==> src/rtl/gpr_port_ctrl_pkg.sv <==
// Shared sizing, writeback entry type and one-hot decode used by the GPR
// port controller, its writeback FIFO and the GPR array.
package gpr_port_ctrl_pkg;

  localparam int NREG      = 32;
  localparam int IDX_W     = 5;
  localparam int DW        = 32;
  localparam int WBQ_DEPTH = 2;

  typedef struct packed {
    logic [IDX_W-1:0] rd;
    logic [DW-1:0]    data;
  } wb_entry_t;

  function automatic logic [NREG-1:0] onehot(input logic [IDX_W-1:0] idx);
    logic [NREG-1:0] vec;
    vec      = {NREG{1'b0}};
    vec[idx] = 1'b1;
    return vec;
  endfunction

endpackage

==> src/rtl/gpr_wb_fifo.sv <==
// Small synchronous FIFO that buffers execute results until the GPR write
// port is free. The head entry is visible before it is popped.
module gpr_wb_fifo
  import gpr_port_ctrl_pkg::*;
#(
  parameter int DEPTH = WBQ_DEPTH
) (
  input  logic      clk,
  input  logic      rst,
  input  logic      push,
  input  logic      pop,
  input  wb_entry_t din,
  output wb_entry_t head,
  output logic      full,
  output logic      empty
);

  localparam int PTR_W = $clog2(DEPTH);

  wb_entry_t        mem [DEPTH];
  logic [PTR_W-1:0] wr_ptr;
  logic [PTR_W-1:0] rd_ptr;
  logic [PTR_W:0]   count;

  // Pointers and occupancy; DEPTH is a power of two so pointers wrap naturally.
  always_ff @(posedge clk or posedge rst) begin
    if (rst) begin
      wr_ptr <= '0;
      rd_ptr <= '0;
      count  <= '0;
    end else begin
      if (push) wr_ptr <= wr_ptr + PTR_W'(1);
      if (pop)  rd_ptr <= rd_ptr + PTR_W'(1);
      case ({push, pop})
        2'b10:   count <= count + (PTR_W+1)'(1);
        2'b01:   count <= count - (PTR_W+1)'(1);
        default: count <= count;
      endcase
    end
  end

  // Storage carries no reset; only entries below count are ever observed.
  always_ff @(posedge clk) begin
    if (push) mem[wr_ptr] <= din;
  end

  assign head  = mem[rd_ptr];
  assign full  = (count == (PTR_W+1)'(DEPTH));
  assign empty = (count == '0);

endmodule

==> src/rtl/gpr_port_ctrl.sv <==
// GPR port controller: busy scoreboard, writeback buffering, one-hot
// read/write enables and bus-C bypass selection for operands.
module gpr_port_ctrl
  import gpr_port_ctrl_pkg::*;
(
  input  logic             clk,
  input  logic             rst,
  input  logic             iss_valid,
  output logic             iss_ready,
  input  logic [IDX_W-1:0] iss_rs1,
  input  logic [IDX_W-1:0] iss_rs2,
  input  logic [IDX_W-1:0] iss_rd,
  input  logic             iss_rd_we,
  input  logic             wb_valid,
  output logic             wb_ready,
  input  logic [IDX_W-1:0] wb_rd,
  input  logic [DW-1:0]    wb_data,
  output logic [NREG-1:0]  rd_A_en,
  output logic [NREG-1:0]  rd_B_en,
  output logic [NREG-1:0]  wt_en,
  output logic [NREG-1:0]  through_C_en,
  output logic [DW-1:0]    data_in,
  output logic             opnd_valid,
  output logic             sel_A_c,
  output logic             sel_B_c,
  output logic             sb_err
);

  logic [NREG-1:0] busy;
  logic [NREG-1:0] busy_next;
  wb_entry_t       head;
  wb_entry_t       push_entry;
  logic            fifo_full;
  logic            fifo_empty;
  logic            pop;
  logic            push;
  logic            ok_a;
  logic            ok_b;
  logic            waw_ok;
  logic            accept;
  logic            byp_a;
  logic            byp_b;

  assign pop        = !fifo_empty;
  assign wb_ready   = !fifo_full;
  assign push       = wb_valid & wb_ready;
  assign push_entry = '{rd: wb_rd, data: wb_data};

  gpr_wb_fifo #(.DEPTH(WBQ_DEPTH)) u_wb_fifo (
    .clk   (clk),
    .rst   (rst),
    .push  (push),
    .pop   (pop),
    .din   (push_entry),
    .head  (head),
    .full  (fifo_full),
    .empty (fifo_empty)
  );

  // Hazard check and scoreboard update; the head being written this cycle is
  // the final value for its register, so a matching source may use bus C.
  always_comb begin
    ok_a      = (iss_rs1 == '0) || !busy[iss_rs1] || (pop && head.rd == iss_rs1);
    ok_b      = (iss_rs2 == '0) || !busy[iss_rs2] || (pop && head.rd == iss_rs2);
    waw_ok    = !iss_rd_we || (iss_rd == '0) || !busy[iss_rd];
    iss_ready = ok_a & ok_b & waw_ok;
    accept    = iss_valid & iss_ready;
    byp_a     = pop && (iss_rs1 != '0) && (head.rd == iss_rs1);
    byp_b     = pop && (iss_rs2 != '0) && (head.rd == iss_rs2);
    busy_next = busy;
    if (pop) busy_next[head.rd] = 1'b0;
    else     busy_next = busy_next;
    if (accept && iss_rd_we && iss_rd != '0) busy_next[iss_rd] = 1'b1;
    else                                      busy_next = busy_next;
    busy_next[0] = 1'b0;
  end

  // Registered port outputs and scoreboard state.
  always_ff @(posedge clk or posedge rst) begin
    if (rst) begin
      busy         <= '0;
      sb_err       <= 1'b0;
      wt_en        <= '0;
      through_C_en <= '0;
      data_in      <= '0;
      opnd_valid   <= 1'b0;
      sel_A_c      <= 1'b0;
      sel_B_c      <= 1'b0;
      rd_A_en      <= '0;
      rd_B_en      <= '0;
    end else begin
      busy         <= busy_next;
      sb_err       <= sb_err | (push && wb_rd != '0 && !busy[wb_rd]);
      wt_en        <= (pop && head.rd != '0) ? onehot(head.rd) : '0;
      through_C_en <= (pop && head.rd != '0) ? onehot(head.rd) : '0;
      data_in      <= pop ? head.data : '0;
      opnd_valid   <= accept;
      sel_A_c      <= accept & byp_a;
      sel_B_c      <= accept & byp_b;
      rd_A_en      <= (accept && !byp_a) ? onehot(iss_rs1) : '0;
      rd_B_en      <= (accept && !byp_b) ? onehot(iss_rs2) : '0;
    end
  end

endmodule
==> config.mk <==
export PLATFORM = sky130hd
export DESIGN_NAME = gpr_port_ctrl
export DESIGN_NICKNAME = d
export VERILOG_FILES = /design/src/rtl/gpr_port_ctrl_pkg.sv /design/src/rtl/gpr_wb_fifo.sv /design/src/rtl/gpr_port_ctrl.sv
export SDC_FILE = /design/constraint.sdc
export NUM_CORES = 1
export LEC_CHECK = 0
export ABC_AREA = 0
export CAP_MARGIN = 20
export CORE_ASPECT_RATIO = 0.9
export CORE_MARGIN = 5
export CORE_UTILIZATION = 30
export DETAILED_ROUTE_END_ITERATION = 8
export PLACE_DENSITY_LB_ADDON = 0.1
export SYNTH_ARGS = -nofsm -noshare
export SYNTH_HDL_FRONTEND = slang
export SYNTH_HIERARCHICAL = 1
export SYNTH_SLANG_ARGS = --single-unit
==> constraint.sdc <==
create_clock -name clk -period 10.5 [get_ports clk]
set_input_delay 1.575 -clock clk [delete_from_list [all_inputs] [get_ports clk]]
set_output_delay 1.575 -clock clk [all_outputs]
set_load 0.01 [all_outputs]
==> metrics.txt <==
RSZ-0062 raised after global routing no; final setup fails 0; Crit Path Class primary input to output port; worst vdd ir 119 uV; latest clock arrival within the worst-skew pair 0.54 ns; Yosys reg bits 241; Yosys cell types 53; Ant. Diodes 0; remaining global-route overflow 0; Yosys warning count 6; HP Start sb_err; CP max FO 32; CP required 8.93 ns; Reg2Reg Depth 10; WHS Endpoint sb_err; fin cells 1448; DRT iter0 DRCs 429; sequential area share after synthesis 0.614; Crit path arrival time 4.99 ns; syn nets 864; reg2reg setup slack 7.21 ns; CTS tree done; gr usage total 0.155; Rows 64; Cells after DPL 1401; Setup TNS 0 ns; worst hold slack 0.480 ns; layout cell share with drive strength beyond 1 0.136; Final ANT Viol Nets 0; Die Wd 206 microns; Cell Pwr Density 244 nW/um^2; R2R Path End rd_A_en[21]; Slew HR 0.299; fmax 152 MHz; HPWL after DPL 20000 microns; depth of the CTS H-tree 1; layout overhead on the synthesized area 31.3%; IO buf count 222; starting density of the core 0.305; Leak 5.27 nW; # hold bufs at CTS 0; hold crit path type flop to flop; CTS Sinks 241; first drt pass iteration count 5; DRC violations left 0; Avg Cell Area, Syn 12.9 sq um; endpoint class of the critical path output port; Die ar. 38600 sq um; final worst setup slack 3.94 ns; DP Worst Slack 3.99 ns; DR vias 7074; CP startpoint kind primary input; Slew Limit Fails 0; Cells on Worst Hold Path 1; vias in the first global route 7370; CTS clk-pin slew, worst paths 0.06 ns; Post-synth EDFFs 74; CTS buffer count 27; clock skew 0.0193 ns; outcome finished clean; worst slew pin tran 1.04 ns; Top-Level Pins 223; first-pass GRT wire length 46700 microns; GPL Wtd Cong 0.839; antenna violations before repair 0; # fillers 3321; Final Cycle Share 0.625; CTS resizes 0; largest net degree at the start of global routing 96; core box area 34100 sq um; Tmin final 6.56 ns; nets@finish 1026; Total Power 3.34 mW; most common flop cell mapped by yosys dfrtp_1; final hold violation count 0; WL final 30600 microns; Max Root-Sink Buffers 3; post-DR wirelength/cell 21.1 microns; max-cap violations 0; launch point of the worst reg-to-reg path u_wb_fifo/rd_ptr; Post-Syn Area 10400 sq um; die height 187 microns; Via density 4.89; root buffer cell clkbuf_16; asr flop ratio synth 0.693; Post-CTS Setup Bufs 0; synthesized netlist cell count 806
==> stage by stage <==
step                 util  area [sq um]
CTS                 0.401         13700
detailed placement  0.375         12800
finish              0.401         13700
global placement    0.375         12800
global route        0.401         13700
floorplan               -         10400
==> layout make-up <==
class	instances	area, sq um	share of cell area
Sequential cell	241	6400	0.468
Multi-Input combinational cell	456	3460	0.253
Timing Repair Buffer	233	2300	0.168
Clock buffer	41	841	0.0614
Tap cell	462	578	0.0422
Clock inverter	6	58.8	0.00430
Inverter	9	38.8	0.00283
==> metal layers <==
metal  track usage  vias to the layer above  routed length, microns
met1         0.227                     3568                   14400
met2         0.237                      221                   13800
met3        0.0300                       41                    1710
met4        0.0366                        0                     668
met5             0                        -                       0
li1              -                     3244                       -
==> placed cells by master, fill, tap and decap left out, types with 6 or more instances in the layout <==
master	Yosys	routed
nand2_1	13	13
inv_1	9	8
nand3b_1	12	12
mux2i_1	30	30
clkdlybuf4s50_1	0	222
buf_4	33	11
edfxtp_1	74	74
o21ai_0	33	33
nor4_1	51	51
clkbuf_16	0	29
nand2b_1	6	6
dfrtp_1	167	166
mux2_4	20	20
nand3_1	39	39
xnor2_1	10	10
mux4_2	15	15
o22ai_1	11	11
nor4_2	6	6
o31ai_1	34	34
or3b_2	7	7
nor2_1	46	44
nor2b_1	36	36
clkbuf_8	0	7
or3_1	7	7
mux2_2	19	19
nor3_1	17	15
==> worst max-delay path: stages <==
cell,delay [ns]
clkdlybuf4s50_1,1.12
mux4_2,0.42
and3_1,0.19
nor4_1,0.34
a31o_2,0.23
nand2_1,0.07
buf_4,0.26
a21oi_1,0.19
clkdlybuf4s50_1,0.58
==> power breakdown <==
part / switching, mW / internal, mW
registers: 0.188 / 1.19
logic: 0.534 / 0.478
clock network: 0.374 / 0.572
total: 1.10 / 2.24
==> synth_stat cells, drive strengths merged (2+ instances only) <==
| master | instances | area, sq um |
|---|---|---|
| o22ai | 11 | 68.8 |
| mux2i | 30 | 300 |
| nand4 | 3 | 25.0 |
| nor3 | 17 | 85.1 |
| edfxtp | 74 | 2220 |
| nand2b | 6 | 37.5 |
| dfrtp | 167 | 4180 |
| a31o | 2 | 17.5 |
| nor2 | 46 | 173 |
| nor3b | 5 | 37.5 |
| and2 | 2 | 12.5 |
| o31ai | 34 | 255 |
| inv | 9 | 33.8 |
| a211oi | 2 | 15.0 |
| buf | 58 | 399 |
| xor2 | 5 | 43.8 |
| nand3 | 39 | 195 |
| and3 | 3 | 18.8 |
| mux4 | 15 | 338 |
| nand2 | 13 | 48.8 |
| or2 | 2 | 12.5 |
| nor4 | 57 | 394 |
| o21ai | 34 | 170 |
| a21oi | 4 | 20.0 |
| xnor2 | 10 | 87.6 |
| nor2b | 36 | 225 |
| mux2 | 40 | 526 |
| nand3b | 12 | 90.1 |
| or3 | 7 | 43.8 |
| or3b | 7 | 61.3 |
| clkbuf | 42 | 158 |
==> kinds of logic (layout without fill, tap and decap cells) <==
kind of cell / after synthesis / in the layout / synth area share
simple gates: 257 / 257 / 0.142
flops: 241 / 241 / 0.614
buf+inv: 109 / 289 / 0.0567
compound gates: 97 / 97 / 0.0614
mux: 85 / 85 / 0.112
xor+xnor: 15 / 15 / 0.0126
fa+ha+maj: 1 / 1 / 0.00120
other cells: 1 / 1 / 0.000360
==> how the worst max path moves through the flow <==
stage	cells past startpoint	to	start
2_1_floorplan	1	busy[10]	rst
3_3_place_gp	9	iss_ready	iss_rs2[1]
3_5_place_dp	9	iss_ready	iss_rs2[1]
4_1_cts	9	iss_ready	iss_rs2[1]
5_1_grt	9	iss_ready	iss_rs2[1]
6_report	9	iss_ready	iss_rs2[1]
==> registers in the layout (all words and copies together), names as in the netlist, 2 cells and up <==
signal           count
through_C_en        32
rd_A_en             32
busy                31
u_wb_fifo/count      2
rd_B_en             32
data_in             32
u_wb_fifo/mem       74
(Power assumes the default switching activity.)
